### config.mk
export PLATFORM = sky130hd
export DESIGN_NAME = ram_bus_master
export DESIGN_NICKNAME = d
export VERILOG_FILES = /design/src/rtl/ram_bus_master.sv
export SDC_FILE = /design/constraint.sdc
export NUM_CORES = 1
export LEC_CHECK = 0
export BUFFER_PORTS_ARGS = -buffer_cell sky130_fd_sc_hd__buf_4
export CORE_MARGIN = 2
export CORE_UTILIZATION = 45
export CTS_BUF_LIST = sky130_fd_sc_hd__clkbuf_2 sky130_fd_sc_hd__clkbuf_4 sky130_fd_sc_hd__clkbuf_8
export DETAILED_ROUTE_END_ITERATION = 7
export PLACE_DENSITY_LB_ADDON = 0.12
export SETUP_SLACK_MARGIN = 0.4
export SYNTH_ARGS = -nofsm -noshare
export SYNTH_HDL_FRONTEND = slang
export SYNTH_SLANG_ARGS = --single-unit
### constraint.sdc
create_clock -name clk -period 6.25 [get_ports clk]
set_clock_uncertainty 0.05 [all_clocks]
set_input_delay 0.625 -clock clk [delete_from_list [all_inputs] [get_ports clk]]
set_output_delay 0.625 -clock clk [all_outputs]
set_load 0.005 [all_outputs]
### src/rtl/ram_bus_master.sv
// ram_bus_master: single-outstanding initiator for the synchronous byte RAM bus.
// Optional WRITE_VERIFY_EN: every write is read back and compared before the response.
module ram_bus_master #(
   parameter int ADDR_W    = 16,
   parameter int DATA_W    = 8,
   parameter int MEM_DEPTH = 10000,
   parameter int READ_WAIT = 2
) (
   input  logic              clk,
   input  logic              rst_n,
   input  logic              req_valid,
   output logic              req_ready,
   input  logic              req_write,
   input  logic [ADDR_W-1:0] req_addr,
   input  logic [DATA_W-1:0] req_wdata,
   output logic              rsp_valid,
   output logic [DATA_W-1:0] rsp_data,
   output logic              rsp_err,
   output logic              chipsel,
   output logic              writeEn,
   output logic              readEn,
   output logic [DATA_W-1:0] busIn,
   output logic [ADDR_W-1:0] addrIn,
   input  logic [DATA_W-1:0] busOut
);

   if (READ_WAIT < 2 || READ_WAIT > 15) begin : g_bad_read_wait
      $error("READ_WAIT must lie within 2..15");
   end

   localparam logic [3:0]      WAIT_LAST = 4'(READ_WAIT - 1);
   localparam logic [ADDR_W:0] DEPTH     = (ADDR_W+1)'(MEM_DEPTH);

   typedef enum logic [2:0] {
      S_IDLE     = 3'd0,
      S_WRITE    = 3'd1,
      S_READ     = 3'd2,
      S_CAPTURE  = 3'd3,
      S_RESP     = 3'd4,
      S_VFY_READ = 3'd5,
      S_VFY_CAP  = 3'd6
   } state_t;

   state_t            state_q, state_d;
   logic [3:0]        wait_q, wait_d;
   logic [ADDR_W-1:0] addr_q, addr_d;
   logic [DATA_W-1:0] wdata_q, wdata_d;
   logic [DATA_W-1:0] rsp_data_q, rsp_data_d;
   logic              rsp_err_q, rsp_err_d;
   logic              rsp_valid_q;
   logic              cs_q, wr_en_q, rd_en_q;
   logic [DATA_W-1:0] bus_in_q;
   logic [ADDR_W-1:0] addr_in_q;
   logic              run_q;

   logic              accept;
   logic              out_of_range;
   logic              wr_strobe_d;
   logic              rd_strobe_d;

   // run_q delays readiness to the first edge after reset release
   assign req_ready    = (state_q == S_IDLE) && run_q;
   assign accept       = req_valid && req_ready;
   assign out_of_range = ({1'b0, req_addr} >= DEPTH);

   always_comb begin
      state_d    = state_q;
      wait_d     = wait_q;
      addr_d     = addr_q;
      wdata_d    = wdata_q;
      rsp_data_d = rsp_data_q;
      rsp_err_d  = rsp_err_q;
      case (state_q)
         S_IDLE: begin
            if (accept) begin
               addr_d     = req_addr;
               wdata_d    = req_wdata;
               rsp_data_d = '0;
               rsp_err_d  = out_of_range;
               if (out_of_range) begin
                  state_d = S_RESP;
               end else if (req_write) begin
                  state_d = S_WRITE;
               end else begin
                  state_d = S_READ;
                  wait_d  = WAIT_LAST;
               end
            end
         end
         S_WRITE: begin
`ifdef WRITE_VERIFY_EN
            state_d = S_VFY_READ;
            wait_d  = WAIT_LAST;
`else
            state_d = S_RESP;
`endif
         end
         S_READ: begin
            if (wait_q == 4'd0) begin
               state_d = S_CAPTURE;
            end else begin
               wait_d = wait_q - 4'd1;
            end
         end
         S_CAPTURE: begin
            rsp_data_d = busOut;
            state_d    = S_RESP;
         end
`ifdef WRITE_VERIFY_EN
         S_VFY_READ: begin
            if (wait_q == 4'd0) begin
               state_d = S_VFY_CAP;
            end else begin
               wait_d = wait_q - 4'd1;
            end
         end
         S_VFY_CAP: begin
            rsp_data_d = busOut;
            rsp_err_d  = (busOut != wdata_q);
            state_d    = S_RESP;
         end
`endif
         S_RESP: begin
            state_d = S_IDLE;
         end
         default: begin
            state_d = S_IDLE;
         end
      endcase
   end

   // Strobes are registered from the next state so they leave the flops glitch-free
   assign wr_strobe_d = (state_d == S_WRITE);
   assign rd_strobe_d = (state_d == S_READ) || (state_d == S_VFY_READ);

   always_ff @(posedge clk or negedge rst_n) begin
      if (!rst_n) begin
         state_q     <= S_IDLE;
         wait_q      <= 4'd0;
         addr_q      <= '0;
         wdata_q     <= '0;
         rsp_data_q  <= '0;
         rsp_err_q   <= 1'b0;
         rsp_valid_q <= 1'b0;
         cs_q        <= 1'b0;
         wr_en_q     <= 1'b0;
         rd_en_q     <= 1'b0;
         bus_in_q    <= '0;
         addr_in_q   <= '0;
         run_q       <= 1'b0;
      end else begin
         run_q       <= 1'b1;
         state_q     <= state_d;
         wait_q      <= wait_d;
         addr_q      <= addr_d;
         wdata_q     <= wdata_d;
         rsp_data_q  <= rsp_data_d;
         rsp_err_q   <= rsp_err_d;
         rsp_valid_q <= (state_d == S_RESP);
         cs_q        <= wr_strobe_d | rd_strobe_d;
         wr_en_q     <= wr_strobe_d;
         rd_en_q     <= rd_strobe_d;
         if (wr_strobe_d || rd_strobe_d) begin
            addr_in_q <= addr_d;
         end
         if (wr_strobe_d) begin
            bus_in_q <= wdata_d;
         end
      end
   end

   assign rsp_valid = rsp_valid_q;
   assign rsp_data  = rsp_data_q;
   assign rsp_err   = rsp_err_q;
   assign chipsel   = cs_q;
   assign writeEn   = wr_en_q;
   assign readEn    = rd_en_q;
   assign busIn     = bus_in_q;
   assign addrIn    = addr_in_q;

endmodule

==> key figures <==
Yosys
  – Top cells by area, synth: dfrtp_1 61%, mux2_2 11%, mux2_4 11%
  – Primary FF master, synth: dfrtp_1
  – Top-area cell type share of the netlist area: 0.609
  – Post-Synthesis Cell Area: 2840 sq um
  – Unique cell type count in the Yosys netlist: 37
  – Number of flops mapped to enable cells by yosys: 0
  – Yosys top cell by area: dfrtp_1
  – Post-synthesis sequential area ratio: 0.609
  – Yosys reg bits: just under 70
  – Avg Inst Size Synth: ~15 sq um
  – Async SR Flop Fraction: 1.00
  – Most frequent cells after synthesis: 69 x dfrtp_1, 28 x mux2_2, 20 x mux2_4
  – Ys Warns: 0
  – Syn_nets: 228
  – Synth Instances: 190
  – Most numerous cell in the Yosys netlist: dfrtp_1

Global routing
  – Gr ovfl total: 0
  – First-pass GRT wire length: between 8 and 9 mm
  – Initial antenna violation count: 0
  – Via count of the first global-routing pass: approximately 1800
  – Largest net degree at the start of global routing: 70
  – Overall Global Routing Usage: 0.161

Cells and area
  – Final #Nets: 308
  – Reg area: 1730 sq um
  – Share of layout cells above drive strength 1: 0.535
  – Area delta synth->final: 27.5%
  – Fin util: 0.604
  – Multi-input logic area: around 1100 sq um
  – ANT cells: 0
  – Filler cells: roughly 500
  – Final cell count without fillers: 350
  – Post-route design area: approximately 3600 sq um

Worst setup path
  – Critical path class: flop to flop
  – CP Data Required Time: approximately 6.4 ns
  – WP data arrival: between 2 and 2.5 ns
  – Worst Setup Start Kind: flop
  – Max FO, Critical Path: 17
  – Crit. End Element: flop
  – CP max stage delay: 0.51 ns
  – Bufs and invs on worst path: 0
  – Worst-path cell chain: nor4b_4, nand4b_4, o21ai_4, mux2_2
  – Slowest-stage cell, CP: o21ai_4
  – Top delay family on crit path: simple AND/OR/NAND/NOR gates
  – R2r setup slk: around 4.0 ns

Routing
  – Drt first pass iters: 2
  – Post-route ant nets: 0
  – Vias per std cell: between 4 and 5
  – WL/cell: 14.8 um
  – Vias: approximately 1700
  – Final wirelength: slightly above 5 mm
  – First-iteration detailed-routing DRC count: 41
  – DRC viols: 0

Clocking
  – Number of H-tree levels: 3
  – Clk sinks: a little under 70
  – Cts bufs inserted: 9
  – Worst-skew pair later-pin latency: 0.33 ns
  – CTS tree: yes
  – Setup bufs post-CTS: 0
  – Post-cts gate resize count: 0
  – CTS root buf: clkbuf_8
  – Hold Buf Count CTS: 0
  – Clock tree buffer depth: 2
  – Clock transition at the registers of the reported paths: 0.07 ns

Timing
  – Final setup margin: roughly 4.0 ns
  – Worst Max-Slew Pin Slew: between 0.9 and 1 ns
  – Setup TNS: 0 ns
  – Max Fclk: between 400 and 500 MHz
  – Fin crit share: 0.355
  – Final setup fails: 0
  – RSZ-0062 raised after global routing: false
  – Final Hold Vio Count: 0
  – Crit path time final: around 2.2 ns
  – Slew Viols, Final: 0
  – Worst rel slew slack: 0.365

Placed design
  – Placed Area: approximately 3400 sq um
  – Cell count after placement: 334
  – Pre-CTS setup slack: approximately 3.8 ns
  – Final HPWL DP: about 3.5 mm
  – IO Port Bufs: 73
  – Placer Congestion: approximately 0.70

Floorplanning
  – Effective utilization at floorplan: 0.473
  – Die area: between 6000 and 7000 sq um
  – Die extent in y: 83.4 um
  – FP Rows: 28
  – Boundary Pins: 74
  – Die Span X: between 80 and 90 um
  – Core area: ~6000 sq um

Pwr
  – Maximum vdd drop: about 230 uV
  – Pwr dens: between 300 and 400 nW/um^2
  – Leakage Power: about 1.8 nW

Run status
  – Outcome: completed

Hold path
  – HP Class: primary input to async pin

Run
  – Max-capacitance violation count: 0
stage by stage:
step           power (W)  hold WS [ns]
2_1_floorplan   0.000840         0.279
3_3_place_gp     0.00101         0.423
3_5_place_dp     0.00102         0.427
4_1_cts          0.00134         0.380
5_1_grt          0.00141         0.419
6_report         0.00132         0.346
cells by family after synthesis:
| group | share of synthesized area |
|---|---|
| AO/OA/AOI/OAI | 0.0437 |
| XOR/XNOR | 0.00618 |
| adder cells (fa/ha/maj) | 0.00882 |
| buffers and inverters | 0.0198 |
| flip-flops | 0.609 |
| multiplexers | 0.221 |
| other | 0.00132 |
| AND/OR/NAND/NOR | 0.0904 |
path summary, 6_finish.rpt:
kind / startpoint / endpoint / cells after the start
worst max-delay path: state_q[2]$_DFF_PN0_ / addrIn[4]$_DFFE_PN0P_ / 4
worst min-delay path: rst_n / rsp_data[4]$_DFFE_PN0P_ / 1
worst max register to register: state_q[2]$_DFF_PN0_ / addrIn[4]$_DFFE_PN0P_ / 4
worst min register to register: addrIn[15]$_DFFE_PN0P_ / addrIn[15]$_DFFE_PN0P_ / 1
max in group asynchronous: rst_n / addr_q[15]$_DFF_PN0_ / 1
min in group clk: addrIn[15]$_DFFE_PN0P_ / addrIn[15]$_DFFE_PN0P_ / 1
power by group:
part	internal, W	switching [W]
logic	0.000239	0.000125
clock network	0.000153	0.000162
registers	0.000575	0.0000650
state kept, by name (all words and copies together), names as in the netlist:
| name | count |
|---|---|
| busIn | 8 |
| writeEn | 1 |
| chipsel | 1 |
| addr_q | 16 |
| state_q | 3 |
| rsp_err | 1 |
| wdata_q | 8 |
| run_q | 1 |
| addrIn | 16 |
| rsp_valid | 1 |
| readEn | 1 |
| wait_q | 4 |
| rsp_data | 8 |
layout make-up:
class                           instances  area share
Timing Repair Buffer                   74       0.154
Inverter                                3     0.00311
Clock buffer                           10      0.0380
Clock inverter                          6      0.0107
Sequential cell                        69       0.477
Multi-Input combinational cell        113       0.291
Tap cell                               75      0.0259
per-layer routing:
metal,part of all wire,global-route usage
met4,0.016,0.0760
met3,0.059,0.0427
met5,0,0
met2,0.46,0.232
met1,0.46,0.226
cells in the final DEF, fill, tap and decap left out, types with 2 or more instances in the layout:
master and count:
mux2_2 28, mux2_4 20, nor3b_1 2, or2_2 2, clkinv_2 3, clkinvlp_4 2
clkbuf_8 10, ha_1 2, nand3_1 3, a21oi_1 2, buf_4 74, inv_1 3
dfrtp_1 69, nor2_1 4, o21a_1 2, xor2_1 2, o21ai_0 8, nor3_1 2
nand2_1 17
(Power assumes the default switching activity.)
